### src/rtl/adder_req_sched_pkg.sv
// Shared types and constants for the adder request scheduler.
// Holds the FSM state encoding, default sizes and the stats counter width.
package adder_req_sched_pkg;

    localparam int DEF_NREQ  = 4;
    localparam int DEF_WIDTH = 2;
    localparam int CNT_W     = 16;

    typedef enum logic [1:0] {
        IDLE   = 2'd0,
        ISSUE  = 2'd1,
        RESULT = 2'd2
    } state_e;

endpackage

### src/rtl/adder_req_sched_rr_arbiter.sv
// Combinational round-robin arbiter: first set req bit at or above pointer, with wrap.
// Ports: req, pointer, enable in; one-hot gnt, winner index, any out.
module rr_arbiter
    import adder_req_sched_pkg::*;
#(
    parameter int NREQ = DEF_NREQ,
    parameter int IDW  = $clog2(DEF_NREQ)
) (
    input  logic [NREQ-1:0] req,
    input  logic [IDW-1:0]  pointer,
    input  logic            enable,
    output logic [NREQ-1:0] gnt,
    output logic [IDW-1:0]  winner,
    output logic            any
);

    always_comb begin
        int idx;
        gnt    = '0;
        winner = '0;
        any    = 1'b0;
        idx    = 0;
        for (int k = 0; k < NREQ; k++) begin
            idx = int'(pointer) + k;
            if (idx >= NREQ) begin
                idx = idx - NREQ;
            end
            if (enable && !any && req[idx]) begin
                gnt[idx] = 1'b1;
                winner   = IDW'(idx);
                any      = 1'b1;
            end
        end
    end

endmodule

### src/rtl/adder_req_sched.sv
// Shares one registered adder among NREQ requesters with round-robin arbitration.
// Ports: m_clock, p_reset (async, active-low); req/req_a/req_b from clients,
// gnt one-hot pulse back; add_a/add_b/add_f to the adder; rsp_valid/ready/id/data out.
// Macro ADDER_REQ_SCHED_STATS_EN adds op_count (saturating accepted responses) and busy.
module adder_req_sched
    import adder_req_sched_pkg::*;
#(
    parameter int NREQ  = DEF_NREQ,
    parameter int WIDTH = DEF_WIDTH,
    parameter int IDW   = $clog2(NREQ)
) (
    input  logic                  m_clock,
    input  logic                  p_reset,
`ifdef ADDER_REQ_SCHED_STATS_EN
    output logic [CNT_W-1:0]      op_count,
    output logic                  busy,
`endif
    input  logic [NREQ-1:0]       req,
    input  logic [NREQ*WIDTH-1:0] req_a,
    input  logic [NREQ*WIDTH-1:0] req_b,
    output logic [NREQ-1:0]       gnt,
    output logic [WIDTH-1:0]      add_a,
    output logic [WIDTH-1:0]      add_b,
    input  logic [WIDTH-1:0]      add_f,
    output logic                  rsp_valid,
    input  logic                  rsp_ready,
    output logic [IDW-1:0]        rsp_id,
    output logic [WIDTH-1:0]      rsp_data
);

    state_e           state_q;
    state_e           state_d;
    logic [IDW-1:0]   ptr_q;
    logic [IDW-1:0]   ptr_d;
    logic [IDW-1:0]   id_q;
    logic [IDW-1:0]   id_d;
    logic [WIDTH-1:0] op_a_q;
    logic [WIDTH-1:0] op_a_d;
    logic [WIDTH-1:0] op_b_q;
    logic [WIDTH-1:0] op_b_d;

    logic [NREQ-1:0]  arb_gnt;
    logic [IDW-1:0]   arb_win;
    logic             arb_any;
    logic             arb_en;
    logic             op_live;

    // Gating with p_reset keeps gnt low while reset is held,
    // even if clients keep their requests up.
    assign arb_en = (state_q == IDLE) && p_reset;

    rr_arbiter #(
        .NREQ (NREQ),
        .IDW  (IDW)
    ) u_arb (
        .req     (req),
        .pointer (ptr_q),
        .enable  (arb_en),
        .gnt     (arb_gnt),
        .winner  (arb_win),
        .any     (arb_any)
    );

    always_comb begin
        state_d = state_q;
        ptr_d   = ptr_q;
        id_d    = id_q;
        op_a_d  = op_a_q;
        op_b_d  = op_b_q;
        unique case (state_q)
            IDLE: begin
                if (arb_any) begin
                    op_a_d  = req_a[arb_win*WIDTH +: WIDTH];
                    op_b_d  = req_b[arb_win*WIDTH +: WIDTH];
                    id_d    = arb_win;
                    // Winner drops to lowest priority next round.
                    ptr_d   = (arb_win == IDW'(NREQ - 1)) ? '0
                                                          : arb_win + 1'b1;
                    state_d = ISSUE;
                end
            end
            ISSUE: begin
                state_d = RESULT;
            end
            RESULT: begin
                if (rsp_ready) begin
                    state_d = IDLE;
                end
            end
            default: begin
                state_d = IDLE;
            end
        endcase
    end

    always_ff @(posedge m_clock or negedge p_reset) begin
        if (!p_reset) begin
            state_q <= IDLE;
            ptr_q   <= '0;
            id_q    <= '0;
            op_a_q  <= '0;
            op_b_q  <= '0;
        end else begin
            state_q <= state_d;
            ptr_q   <= ptr_d;
            id_q    <= id_d;
            op_a_q  <= op_a_d;
            op_b_q  <= op_b_d;
        end
    end

    // Operands stay on the adder through RESULT so add_f is stable
    // for as long as the response is held.
    assign op_live   = (state_q == ISSUE) || (state_q == RESULT);
    assign gnt       = arb_gnt;
    assign add_a     = op_live ? op_a_q : '0;
    assign add_b     = op_live ? op_b_q : '0;
    assign rsp_valid = (state_q == RESULT);
    assign rsp_id    = rsp_valid ? id_q : '0;
    assign rsp_data  = rsp_valid ? add_f : '0;

`ifdef ADDER_REQ_SCHED_STATS_EN
    logic [CNT_W-1:0] op_count_q;
    logic [CNT_W-1:0] op_count_d;

    always_comb begin
        op_count_d = op_count_q;
        if (rsp_valid && rsp_ready && (op_count_q != '1)) begin
            op_count_d = op_count_q + 1'b1;
        end
    end

    always_ff @(posedge m_clock or negedge p_reset) begin
        if (!p_reset) begin
            op_count_q <= '0;
        end else begin
            op_count_q <= op_count_d;
        end
    end

    assign op_count = op_count_q;
    assign busy     = (state_q != IDLE);
`endif

endmodule

### config.mk
export PLATFORM = sky130hd
export DESIGN_NAME = adder_req_sched
export DESIGN_NICKNAME = d
export VERILOG_FILES = /design/src/rtl/adder_req_sched_pkg.sv /design/src/rtl/adder_req_sched_rr_arbiter.sv /design/src/rtl/adder_req_sched.sv
export SDC_FILE = /design/constraint.sdc
export NUM_CORES = 1
export LEC_CHECK = 0
export BUFFER_PORTS_ARGS = -buffer_cell sky130_fd_sc_hd__buf_2
export CAP_MARGIN = 0
export CORE_MARGIN = 10
export CORE_UTILIZATION = 50
export CTS_CLUSTER_SIZE = 30
export DETAILED_ROUTE_END_ITERATION = 7
export GPL_ROUTABILITY_DRIVEN = 0
export PLACE_DENSITY = 0.8
export SLEW_MARGIN = 20
export SYNTH_ARGS = -nofsm -noshare
export SYNTH_HDL_FRONTEND = slang
export SYNTH_SLANG_ARGS = --single-unit
### constraint.sdc
create_clock -name m_clock -period 4.05 [get_ports m_clock]
set_input_delay 0.81 -clock m_clock [delete_from_list [all_inputs] [get_ports m_clock]]
set_output_delay 0.81 -clock m_clock [all_outputs]
set_load 0.01 [all_outputs]
==> results of run 1 <==
[power breakdown]
part	total, mW	switching [mW]	internal, mW	leakage [nW]
registers	0.189	0.0364	0.152	0.119
clock network	0.0914	0.0367	0.0547	0.0210
logic	0.723	0.400	0.323	0.560
[registers in the layout (all words and copies together) (netlist names)]
register  cells
id_q          2
state_q       2
op_b_q        2
ptr_q         2
op_a_q        2
[per-stage QoR]
step	area (sq um)	hold slack (ps)	setup WS (ps)
2_1_floorplan	1120	439	874
3_3_place_gp	1350	460	795
3_5_place_dp	1350	458	680
4_1_cts	1380	391	361
5_1_grt	1380	394	182
6_report	1380	396	373
[cell families after synthesis]
| family | after synthesis | share of synthesized area, % |
|---|---|---|
| buffers and inverters | 8 | 3.02 |
| adders and majority gates | 12 | 13.4 |
| AOI/OAI and AO/OA | 32 | 25.3 |
| muxes | 13 | 17.0 |
| xor gates and xnor gates | 1 | 0.782 |
| and+or+nand+nor | 35 | 18.2 |
| DFF | 10 | 22.3 |
[metal layers]
metal | part of all wire, % | wire length, um | track usage (%)
met5 | 0 | 0 | 0
met4 | 2.0 | 56 | 5.90
met3 | 6.2 | 176 | 4.79
met2 | 50 | 1420 | 22.6
met1 | 42 | 1190 | 14.9
[cell type report]
type,instances,share of cell area (%)
multi-input cells,93,60.4
flip-flops and latches,10,18.1
repair buffers,39,14.5
clock buffers,4,2.62
well taps,28,2.53
inverters,7,1.90
[worst paths after layout]
path	to	slack (ps)
setup / recovery	gnt[2]	370
hold / removal	id_q[1]	400
setup reg to reg	op_a_q[0]	940
hold reg to reg	id_q[1]	470
max in group asynchronous	state_q[1]	3450
min in group m_clock	id_q[1]	470
[synthesized netlist by cell type, drive strengths merged (2+ instances only)]
cell type  number  share of area, %
a21oi           5               2.2
a221o           6               5.4
a221oi          4               3.1
a22o            4               3.1
and2           11               6.1
dfrtp          10                22
ha             12                13
inv             7               2.3
mux2            5               5.4
mux2i           4               3.6
mux4            4               8.0
nand2           6               2.0
nand2b          3               3.0
nand3           3               1.3
nor2            7               3.0
nor2b           2               1.1
o21ai           5               2.2
[worst max-delay path, delay by kind of cell, from the launching register on]
family	cells	cell delay, ps
mux	1	590
simple gates	2	530
flops	1	530
buf+inv	2	330
compound gates	1	190
fa+ha+maj	1	440
==> impl_metrics.xml, run 1 <==
<?xml version="1.0" encoding="UTF-8"?>
<metrics>
  <group name="critical_path">
    <metric name="worstSetupStartpointType" unit="">flip-flop</metric>
    <metric name="worst-path-max-fanout" unit="">9</metric>
    <metric name="r2r_start" unit="">ptr_q[1]</metric>
    <metric name="worst_path_largest_cell_delay" unit="ps">590</metric>
    <metric name="data_arrival_time_at_the_worst_slack_endpoint" unit="ps">2870</metric>
    <metric name="timing.critical_path.slowest_stage_cell" unit="">sky130_fd_sc_hd__mux4_2</metric>
    <metric name="critPathRequiredTime" unit="ps">3240</metric>
    <metric name="worstSetupPathType" unit="">flip-flop to output pin</metric>
    <metric name="reg2regPathDepth" unit="">8</metric>
    <metric name="critical_path.cell_chain" unit="">inv_1 &gt; ha_1 &gt; mux4_2 &gt; nor2_1 &gt; and3_1 &gt; a221o_1 &gt; buf_2</metric>
    <metric name="kind_of_capture_point_of_the_worst_setup_path" unit="">output pin</metric>
    <metric name="timing.critical_path.from" unit="">ptr_q[1]</metric>
  </group>
  <group name="yosys">
    <metric name="portion_of_the_post_synthesis_area_used_by_sequential_elements" unit="%">22.3</metric>
    <metric name="ys.warnings.count" unit="">0</metric>
    <metric name="synth-edff-count" unit="">0</metric>
    <metric name="ys_async_sr_fraction" unit="%">100</metric>
    <metric name="post_synthesis_cell_area" unit="sq um">1120</metric>
    <metric name="prevailing_post_synth_register_cell" unit="">sky130_fd_sc_hd__dfrtp_1</metric>
    <metric name="synth.ff_latch_count" unit="">10</metric>
    <metric name="syn-instance-count" unit="">111</metric>
    <metric name="syn_area_per_cell" unit="sq um">10.1</metric>
    <metric name="unique_cell_type_count_in_the_yosys_netlist" unit="">35</metric>
    <metric name="postSynthNetCount" unit="">148</metric>
  </group>
  <group name="sta">
    <metric name="report.final.slew_viol_count" unit="">0</metric>
    <metric name="setup_total_negative_slack" unit="ps">0</metric>
    <metric name="hold_viol_final" unit="">0</metric>
    <metric name="skew" unit="ps">0.448</metric>
    <metric name="fmaxAchievable" unit="MHz">272</metric>
    <metric name="fin_crit_sh" unit="%">90.8</metric>
    <metric name="setup_viol_count_final" unit="">0</metric>
    <metric name="worst_slew_pin_slew" unit="ps">436</metric>
    <metric name="timing.final.crit_period" unit="ps">3680</metric>
    <metric name="rsz_0062_raised_after_global_routing" unit="">false</metric>
    <metric name="max-slew-margin-rel" unit="%">70.8</metric>
  </group>
  <group name="clock_network">
    <metric name="cts.repair.resized" unit="">0</metric>
    <metric name="postCtsSetupBuffers" unit="">0</metric>
    <metric name="total_cts_buffers" unit="">3</metric>
    <metric name="tritoncts" unit="">done</metric>
    <metric name="cts_hold_buffers" unit="">0</metric>
    <metric name="worst_skew_pair_latency" unit="ps">270</metric>
    <metric name="buffer_levels_on_the_longest_clock_path" unit="">2</metric>
    <metric name="path_clk_slew" unit="ps">70</metric>
    <metric name="clkSinkCount" unit="">10</metric>
    <metric name="clock_tree.root_cell" unit="">sky130_fd_sc_hd__clkbuf_4</metric>
    <metric name="h-tree-depth" unit="">1</metric>
  </group>
  <group name="status">
    <metric name="status" unit="">completed</metric>
  </group>
  <group name="power">
    <metric name="power_density" unit="nW/um^2">725</metric>
    <metric name="vdd_drop_max" unit="mV">0.378</metric>
    <metric name="p_total" unit="mW">1.00</metric>
    <metric name="power.leakage" unit="nW">0.700</metric>
  </group>
  <group name="global_routing">
    <metric name="antenna_found_initial" unit="">0</metric>
    <metric name="grt_pass1_vias" unit="">1108</metric>
    <metric name="grt_pass1_wl" unit="um">4840</metric>
    <metric name="globalRouteTotalUtil" unit="%">13.4</metric>
    <metric name="pin_count_of_the_biggest_net_entering_global_routing" unit="">17</metric>
    <metric name="grt_overflow" unit="">0</metric>
  </group>
  <group name="job">
    <metric name="drv_cap" unit="">0</metric>
  </group>
  <group name="floorplan">
    <metric name="core-area" unit="sq um">2170</metric>
    <metric name="placementRows" unit="">17</metric>
    <metric name="die-area" unit="sq um">4530</metric>
    <metric name="floorplan.die.height" unit="um">67.3</metric>
    <metric name="die_w" unit="um">67.3</metric>
    <metric name="start_util" unit="%">51.6</metric>
    <metric name="io-pin-count" unit="">38</metric>
  </group>
  <group name="final_layout">
    <metric name="layoutNonFillerInstCount" unit="">181</metric>
    <metric name="final_net_count" unit="">191</metric>
    <metric name="area_growth" unit="%">23.6</metric>
    <metric name="number_of_fill_cells" unit="">198</metric>
    <metric name="post-route-util" unit="%">63.8</metric>
    <metric name="multi_input_comb_area" unit="sq um">836</metric>
    <metric name="diodes" unit="">0</metric>
    <metric name="drive_gt1_share" unit="%">37.9</metric>
    <metric name="seq_area" unit="sq um">250</metric>
    <metric name="layout_common_cells" unit="">sky130_fd_sc_hd__buf_2 (37), sky130_fd_sc_hd__ha_1 (12), sky130_fd_sc_hd__and2_1 (10), sky130_fd_sc_hd__dfrtp_1 (10), sky130_fd_sc_hd__inv_1 (7)</metric>
    <metric name="layout.cells.most_common" unit="">sky130_fd_sc_hd__buf_2</metric>
  </group>
  <group name="route">
    <metric name="route.antenna.remaining_nets" unit="">0</metric>
    <metric name="route.detailed.vias_per_inst" unit="">5.80</metric>
    <metric name="detail_route.drc_violations" unit="">0</metric>
    <metric name="drt_first_pass_iters" unit="">4</metric>
    <metric name="initial_drc_count" unit="">26</metric>
    <metric name="routed_wirelength" unit="um">2840</metric>
    <metric name="vias" unit="">1049</metric>
    <metric name="wl_per_cell" unit="um">15.7</metric>
  </group>
  <group name="place">
    <metric name="port_buffer_count" unit="">37</metric>
    <metric name="placed_cells_incl_taps" unit="">177</metric>
    <metric name="detailed_place_hpwl" unit="um">2250</metric>
  </group>
  <group name="hold_path">
    <metric name="timing.hold.worst.class" unit="">input pin to async pin</metric>
  </group>
</metrics>
No activity file was read; power rests on OpenSTA's default activity.
==> inputs of run 2 (changes only) <==
CORE_MARGIN = default   (was 10)
CTS_CLUSTER_SIZE = 24   (was 30)
MAX_ROUTING_LAYER = met4   (was default)
==> run 2 against run 1 <==
Net effect:
- sequential power about the same
- hold slack got worse by 4.9 ps
- flip-flop and latch count unchanged
- sequential share of layout area about the same
- largest power group unchanged
- clock skew increased by 2.0 ps
- global-route usage increased by 10 points
- register-to-register slack got worse by 50 ps
- core utilization increased by 3.9 points
- maximum frequency decreased by 1.6%
- highest routed layer unchanged
- die area decreased by 46%
- critical path type unchanged
- combinational power about the same
- wire length decreased by 9.3%
==> impl_metrics.xml, run 2 (synthesis gave the netlist of run 1 again) <==
<?xml version="1.0" encoding="UTF-8"?>
<metrics>
  <group name="clock_network">
    <metric name="buffer_levels_on_the_longest_clock_path" unit="">2</metric>
    <metric name="cts.repair.resized" unit="">0</metric>
    <metric name="postCtsSetupBuffers" unit="">0</metric>
    <metric name="tritoncts" unit="">done</metric>
    <metric name="clkSinkCount" unit="">10</metric>
    <metric name="cts_hold_buffers" unit="">0</metric>
    <metric name="path_clk_slew" unit="ps">80</metric>
    <metric name="clock_tree.root_cell" unit="">sky130_fd_sc_hd__clkbuf_4</metric>
    <metric name="h-tree-depth" unit="">1</metric>
    <metric name="worst_skew_pair_latency" unit="ps">270</metric>
    <metric name="total_cts_buffers" unit="">3</metric>
  </group>
  <group name="final_layout">
    <metric name="layout.cells.most_common" unit="">sky130_fd_sc_hd__buf_2</metric>
    <metric name="number_of_fill_cells" unit="">168</metric>
    <metric name="fin_area" unit="sq um">1380</metric>
    <metric name="drive_gt1_share" unit="%">37.9</metric>
    <metric name="area_growth" unit="%">23.5</metric>
    <metric name="diodes" unit="">0</metric>
    <metric name="layout_common_cells" unit="">sky130_fd_sc_hd__buf_2 (37), sky130_fd_sc_hd__ha_1 (12), sky130_fd_sc_hd__and2_1 (10), sky130_fd_sc_hd__dfrtp_1 (10), sky130_fd_sc_hd__inv_1 (7)</metric>
    <metric name="multi_input_comb_area" unit="sq um">836</metric>
    <metric name="seq_area" unit="sq um">250</metric>
    <metric name="final_net_count" unit="">191</metric>
  </group>
  <group name="route">
    <metric name="route.detailed.vias_per_inst" unit="">5.86</metric>
    <metric name="detail_route.drc_violations" unit="">0</metric>
    <metric name="drt_first_pass_iters" unit="">4</metric>
    <metric name="initial_drc_count" unit="">18</metric>
    <metric name="route.antenna.remaining_nets" unit="">0</metric>
    <metric name="routed_wirelength" unit="um">2580</metric>
    <metric name="vias" unit="">1054</metric>
    <metric name="wl_per_cell" unit="um">14.3</metric>
  </group>
  <group name="sta">
    <metric name="worst_slew_pin_slew" unit="ps">449</metric>
    <metric name="fmaxAchievable" unit="MHz">268</metric>
    <metric name="fin_crit_sh" unit="%">92.3</metric>
    <metric name="report.final.slew_viol_count" unit="">0</metric>
    <metric name="setup_viol_count_final" unit="">0</metric>
    <metric name="max-slew-margin-rel" unit="%">69.2</metric>
    <metric name="timing.final.crit_period" unit="ps">3740</metric>
    <metric name="hold_viol_final" unit="">0</metric>
    <metric name="setup_total_negative_slack" unit="ps">0</metric>
    <metric name="rsz_0062_raised_after_global_routing" unit="">false</metric>
    <metric name="skew" unit="ps">2.49</metric>
  </group>
  <group name="critical_path">
    <metric name="worst-path-max-fanout" unit="">9</metric>
    <metric name="worstSetupStartpointType" unit="">flip-flop</metric>
    <metric name="r2r_end" unit="">op_a_q[0]</metric>
    <metric name="critPathBufInv" unit="">2</metric>
    <metric name="timing.critical_path.slowest_stage_cell" unit="">sky130_fd_sc_hd__mux4_2</metric>
    <metric name="regToRegSetupSlack" unit="ps">890</metric>
    <metric name="critical_path.cell_chain" unit="">inv_1 &gt; ha_1 &gt; mux4_2 &gt; nor2_1 &gt; and3_1 &gt; a221o_1 &gt; buf_2</metric>
    <metric name="worst_path_largest_cell_delay" unit="ps">590</metric>
    <metric name="critical-path-top-delay-family" unit="">multiplexers</metric>
    <metric name="critPathRequiredTime" unit="ps">3240</metric>
    <metric name="worstSetupPathType" unit="">flip-flop to output pin</metric>
    <metric name="r2r_start" unit="">ptr_q[1]</metric>
    <metric name="reg2regPathDepth" unit="">8</metric>
    <metric name="data_arrival_time_at_the_worst_slack_endpoint" unit="ps">2930</metric>
    <metric name="kind_of_capture_point_of_the_worst_setup_path" unit="">output pin</metric>
  </group>
  <group name="power">
    <metric name="p_total" unit="mW">1.01</metric>
    <metric name="vdd_drop_max" unit="mV">0.382</metric>
    <metric name="power_density" unit="nW/um^2">730</metric>
    <metric name="power.leakage" unit="nW">0.700</metric>
  </group>
  <group name="global_routing">
    <metric name="grt_overflow" unit="">0</metric>
    <metric name="grt_pass1_wl" unit="um">4240</metric>
    <metric name="globalRouteTotalUtil" unit="%">23.8</metric>
    <metric name="pin_count_of_the_biggest_net_entering_global_routing" unit="">17</metric>
    <metric name="antenna_found_initial" unit="">0</metric>
    <metric name="grt_pass1_vias" unit="">979</metric>
  </group>
  <group name="floorplan">
    <metric name="io-pin-count" unit="">38</metric>
    <metric name="die_w" unit="um">49.3</metric>
    <metric name="floorplan.die.height" unit="um">49.3</metric>
    <metric name="start_util" unit="%">54.8</metric>
    <metric name="die-area" unit="sq um">2430</metric>
    <metric name="core-area" unit="sq um">2040</metric>
    <metric name="placementRows" unit="">16</metric>
  </group>
  <group name="place">
    <metric name="dpl-instance-area" unit="sq um">1350</metric>
    <metric name="detailed_place_hpwl" unit="um">2000</metric>
    <metric name="port_buffer_count" unit="">37</metric>
  </group>
  <group name="job">
    <metric name="drv_cap" unit="">0</metric>
  </group>
  <group name="hold_path">
    <metric name="timing.hold.worst.class" unit="">input pin to async pin</metric>
  </group>
  <group name="status">
    <metric name="status" unit="">completed</metric>
  </group>
</metrics>
-- run 2: routing by layer --
| layer | routed length, um | vias up | part of all wire [%] | GRT usage [%] |
|---|---|---|---|---|
| met5 | 0 | - | 0 | - |
| met4 | 42 | 0 | 1.6 | 11.8 |
| met3 | 119 | 5 | 4.6 | 2.80 |
| met2 | 1270 | 43 | 49 | 39.7 |
| met1 | 1140 | 495 | 44 | 28.0 |
| li1 | - | 511 | - | - |
-- run 2: worst max path at each step --
stage                         from  cells after the start      to  slack [ps]
after CTS                 ptr_q[1]                      7  gnt[0]         330
after detailed placement  ptr_q[1]                      7  gnt[0]         650
after global routing      ptr_q[1]                      7  gnt[3]         160
final                     ptr_q[1]                      7  gnt[3]         310
after global placement    ptr_q[1]                      7  gnt[1]         810
after floorplan           ptr_q[0]                      7  gnt[0]         870
-- run 2: cell type report --
type | instances | area share [%]
multi-input cells | 93 | 60.5
well taps | 27 | 2.44
flip-flops and latches | 10 | 18.1
clock buffers | 4 | 2.62
repair buffers | 39 | 14.5
inverters | 7 | 1.90
-- run 2: through the flow --
stage	utilization (%)	setup WS, ps	hold WS (ps)	cells
detailed placement	65.9	655	467	176
floorplan	-	874	439	111
finish	67.7	313	391	180
CTS	67.7	329	395	180
global placement	65.9	809	458	176
global route	67.7	163	398	180
-- run 2: power by group --
group / switching, mW / internal (mW)
registers: 0.0389 / 0.152
clock network: 0.0413 / 0.0547
logic: 0.400 / 0.322
total: 0.480 / 0.529
==> inputs of run 3 (changes only) <==
REMOVE_ABC_BUFFERS = 1   (was default)
==> run 3 against run 2 <==
Net effect:
- sequential share of layout area stayed put
- largest cell class unchanged
- largest power group unchanged
- critical path depth stayed put
- clock power is 2% higher
- die area stayed put
- combinational power hardly changed
- first-iteration DRC count is 33% higher
- maximum frequency is 1.2% higher
- flip-flop and latch count stayed put
==> impl_metrics.xml, run 3 (synthesis gave the netlist of run 1 again) <==
<?xml version="1.0" encoding="UTF-8"?>
<metrics>
  <group name="critical_path">
    <metric name="worstSetupStartpointType" unit="">flip-flop</metric>
    <metric name="data_arrival_time_at_the_worst_slack_endpoint" unit="ps">2880</metric>
    <metric name="worst-path-max-fanout" unit="">9</metric>
    <metric name="worstSetupPathType" unit="">flip-flop to output pin</metric>
    <metric name="r2r_start" unit="">ptr_q[1]</metric>
    <metric name="kind_of_capture_point_of_the_worst_setup_path" unit="">output pin</metric>
    <metric name="reg2regPathDepth" unit="">8</metric>
    <metric name="critPathRequiredTime" unit="ps">3240</metric>
    <metric name="regToRegSetupSlack" unit="ps">930</metric>
    <metric name="r2r_end" unit="">op_a_q[0]</metric>
  </group>
  <group name="sta">
    <metric name="report.final.slew_viol_count" unit="">0</metric>
    <metric name="whs" unit="ps">369</metric>
    <metric name="max-slew-margin-rel" unit="%">69.0</metric>
    <metric name="setup_total_negative_slack" unit="ps">0</metric>
    <metric name="rsz_0062_raised_after_global_routing" unit="">false</metric>
    <metric name="hold_viol_final" unit="">0</metric>
    <metric name="setup_viol_count_final" unit="">0</metric>
    <metric name="worst_slew_pin_slew" unit="ps">452</metric>
    <metric name="skew" unit="ps">7.87</metric>
    <metric name="timing.final.crit_period" unit="ps">3690</metric>
    <metric name="fin_crit_sh" unit="%">91.2</metric>
    <metric name="fmaxAchievable" unit="MHz">271</metric>
  </group>
  <group name="route">
    <metric name="initial_drc_count" unit="">24</metric>
    <metric name="detail_route.drc_violations" unit="">0</metric>
    <metric name="wl_per_cell" unit="um">14.5</metric>
    <metric name="routed_wirelength" unit="um">2620</metric>
    <metric name="drt_first_pass_iters" unit="">4</metric>
    <metric name="route.detailed.vias_per_inst" unit="">6.00</metric>
    <metric name="vias" unit="">1080</metric>
    <metric name="route.antenna.remaining_nets" unit="">0</metric>
  </group>
  <group name="place">
    <metric name="port_buffer_count" unit="">37</metric>
    <metric name="placed_cells_incl_taps" unit="">176</metric>
    <metric name="detailed_place_hpwl" unit="um">2020</metric>
    <metric name="dpl-instance-area" unit="sq um">1350</metric>
  </group>
  <group name="power">
    <metric name="vdd_drop_max" unit="mV">0.413</metric>
    <metric name="power_density" unit="nW/um^2">731</metric>
    <metric name="power.leakage" unit="nW">0.700</metric>
  </group>
  <group name="floorplan">
    <metric name="placementRows" unit="">16</metric>
    <metric name="io-pin-count" unit="">38</metric>
    <metric name="floorplan.die.height" unit="um">49.3</metric>
    <metric name="die-area" unit="sq um">2430</metric>
    <metric name="start_util" unit="%">54.8</metric>
    <metric name="die_w" unit="um">49.3</metric>
    <metric name="core-area" unit="sq um">2040</metric>
  </group>
  <group name="global_routing">
    <metric name="antenna_found_initial" unit="">0</metric>
    <metric name="grt_pass1_wl" unit="um">4220</metric>
    <metric name="globalRouteTotalUtil" unit="%">23.8</metric>
    <metric name="grt_pass1_vias" unit="">951</metric>
    <metric name="pin_count_of_the_biggest_net_entering_global_routing" unit="">17</metric>
    <metric name="grt_overflow" unit="">0</metric>
  </group>
  <group name="job">
    <metric name="drv_cap" unit="">0</metric>
  </group>
  <group name="final_layout">
    <metric name="multi_input_comb_area" unit="sq um">836</metric>
    <metric name="fin_area" unit="sq um">1380</metric>
    <metric name="seq_area" unit="sq um">250</metric>
    <metric name="drive_gt1_share" unit="%">37.9</metric>
    <metric name="layoutNonFillerInstCount" unit="">180</metric>
    <metric name="number_of_fill_cells" unit="">178</metric>
    <metric name="diodes" unit="">0</metric>
    <metric name="area_growth" unit="%">23.5</metric>
    <metric name="final_net_count" unit="">191</metric>
    <metric name="layout_common_cells" unit="">sky130_fd_sc_hd__buf_2 (37), sky130_fd_sc_hd__ha_1 (12), sky130_fd_sc_hd__and2_1 (10), sky130_fd_sc_hd__dfrtp_1 (10), sky130_fd_sc_hd__inv_1 (7)</metric>
    <metric name="layout.cells.most_common" unit="">sky130_fd_sc_hd__buf_2</metric>
  </group>
  <group name="clock_network">
    <metric name="postCtsSetupBuffers" unit="">0</metric>
    <metric name="buffer_levels_on_the_longest_clock_path" unit="">2</metric>
    <metric name="worst_skew_pair_latency" unit="ps">290</metric>
    <metric name="clkSinkCount" unit="">10</metric>
    <metric name="total_cts_buffers" unit="">3</metric>
    <metric name="h-tree-depth" unit="">1</metric>
    <metric name="tritoncts" unit="">done</metric>
    <metric name="cts.repair.resized" unit="">0</metric>
    <metric name="cts_hold_buffers" unit="">0</metric>
    <metric name="clock_tree.root_cell" unit="">sky130_fd_sc_hd__clkbuf_4</metric>
    <metric name="path_clk_slew" unit="ps">80</metric>
  </group>
  <group name="status">
    <metric name="status" unit="">completed</metric>
  </group>
  <group name="hold_path">
    <metric name="timing.hold.worst.class" unit="">input pin to async pin</metric>
  </group>
</metrics>
run 3: cell counts in the layout (fill, tap and decap cells not counted):
No cell type changed its count.
run 3: per-stage QoR:
| stage | util, % | worst slack, ps | total power [mW] |
|---|---|---|---|
| final | 67.7 | 358 | 1.01 |
| after global routing | 67.7 | 186 | 1.09 |
| after CTS | 67.7 | 369 | 1.01 |
| after detailed placement | 65.9 | 691 | 0.906 |
| after global placement | 65.9 | 810 | 0.876 |
| after floorplan | - | 775 | 0.723 |
run 3: worst max path at each step:
stage | from | to | slack [ps]
after detailed placement | ptr_q[1] | gnt[3] | 690
after global routing | ptr_q[1] | gnt[1] | 190
final | ptr_q[1] | gnt[3] | 360
after floorplan | ptr_q[0] | gnt[0] | 770
after global placement | ptr_q[1] | gnt[1] | 810
after CTS | ptr_q[1] | gnt[3] | 370
run 3: final cells by class:
| type | instances | area share, % |
|---|---|---|
| timing repair buffer | 39 | 14.5 |
| inverter | 7 | 1.90 |
| tap | 27 | 2.44 |
| clock buffer | 4 | 2.62 |
| multi-input combinational | 93 | 60.5 |
| sequential | 10 | 18.1 |
run 3: power breakdown:
group | leakage [nW] | internal [mW] | total (mW) | switching (mW)
registers | 0.119 | 0.152 | 0.188 | 0.0361
clock network | 0.0210 | 0.0549 | 0.0975 | 0.0426
logic | 0.560 | 0.322 | 0.725 | 0.403
run 3: critical path, cell delays in order (launching register included):
cell and delay [ps]:
sky130_fd_sc_hd__dfrtp_1 540, sky130_fd_sc_hd__inv_1 190, sky130_fd_sc_hd__ha_1 430, sky130_fd_sc_hd__mux4_2 590, sky130_fd_sc_hd__nor2_1 200, sky130_fd_sc_hd__and3_1 340
sky130_fd_sc_hd__a221o_1 190, sky130_fd_sc_hd__buf_2 120
run 3: metal layers:
layer	track usage [%]	share of wire, %	vias to the layer above
met4	8.33	1.5	0
li1	-	-	508
met3	5.61	7.0	7
met5	-	0	-
met2	40.0	48	54
met1	27.7	44	511
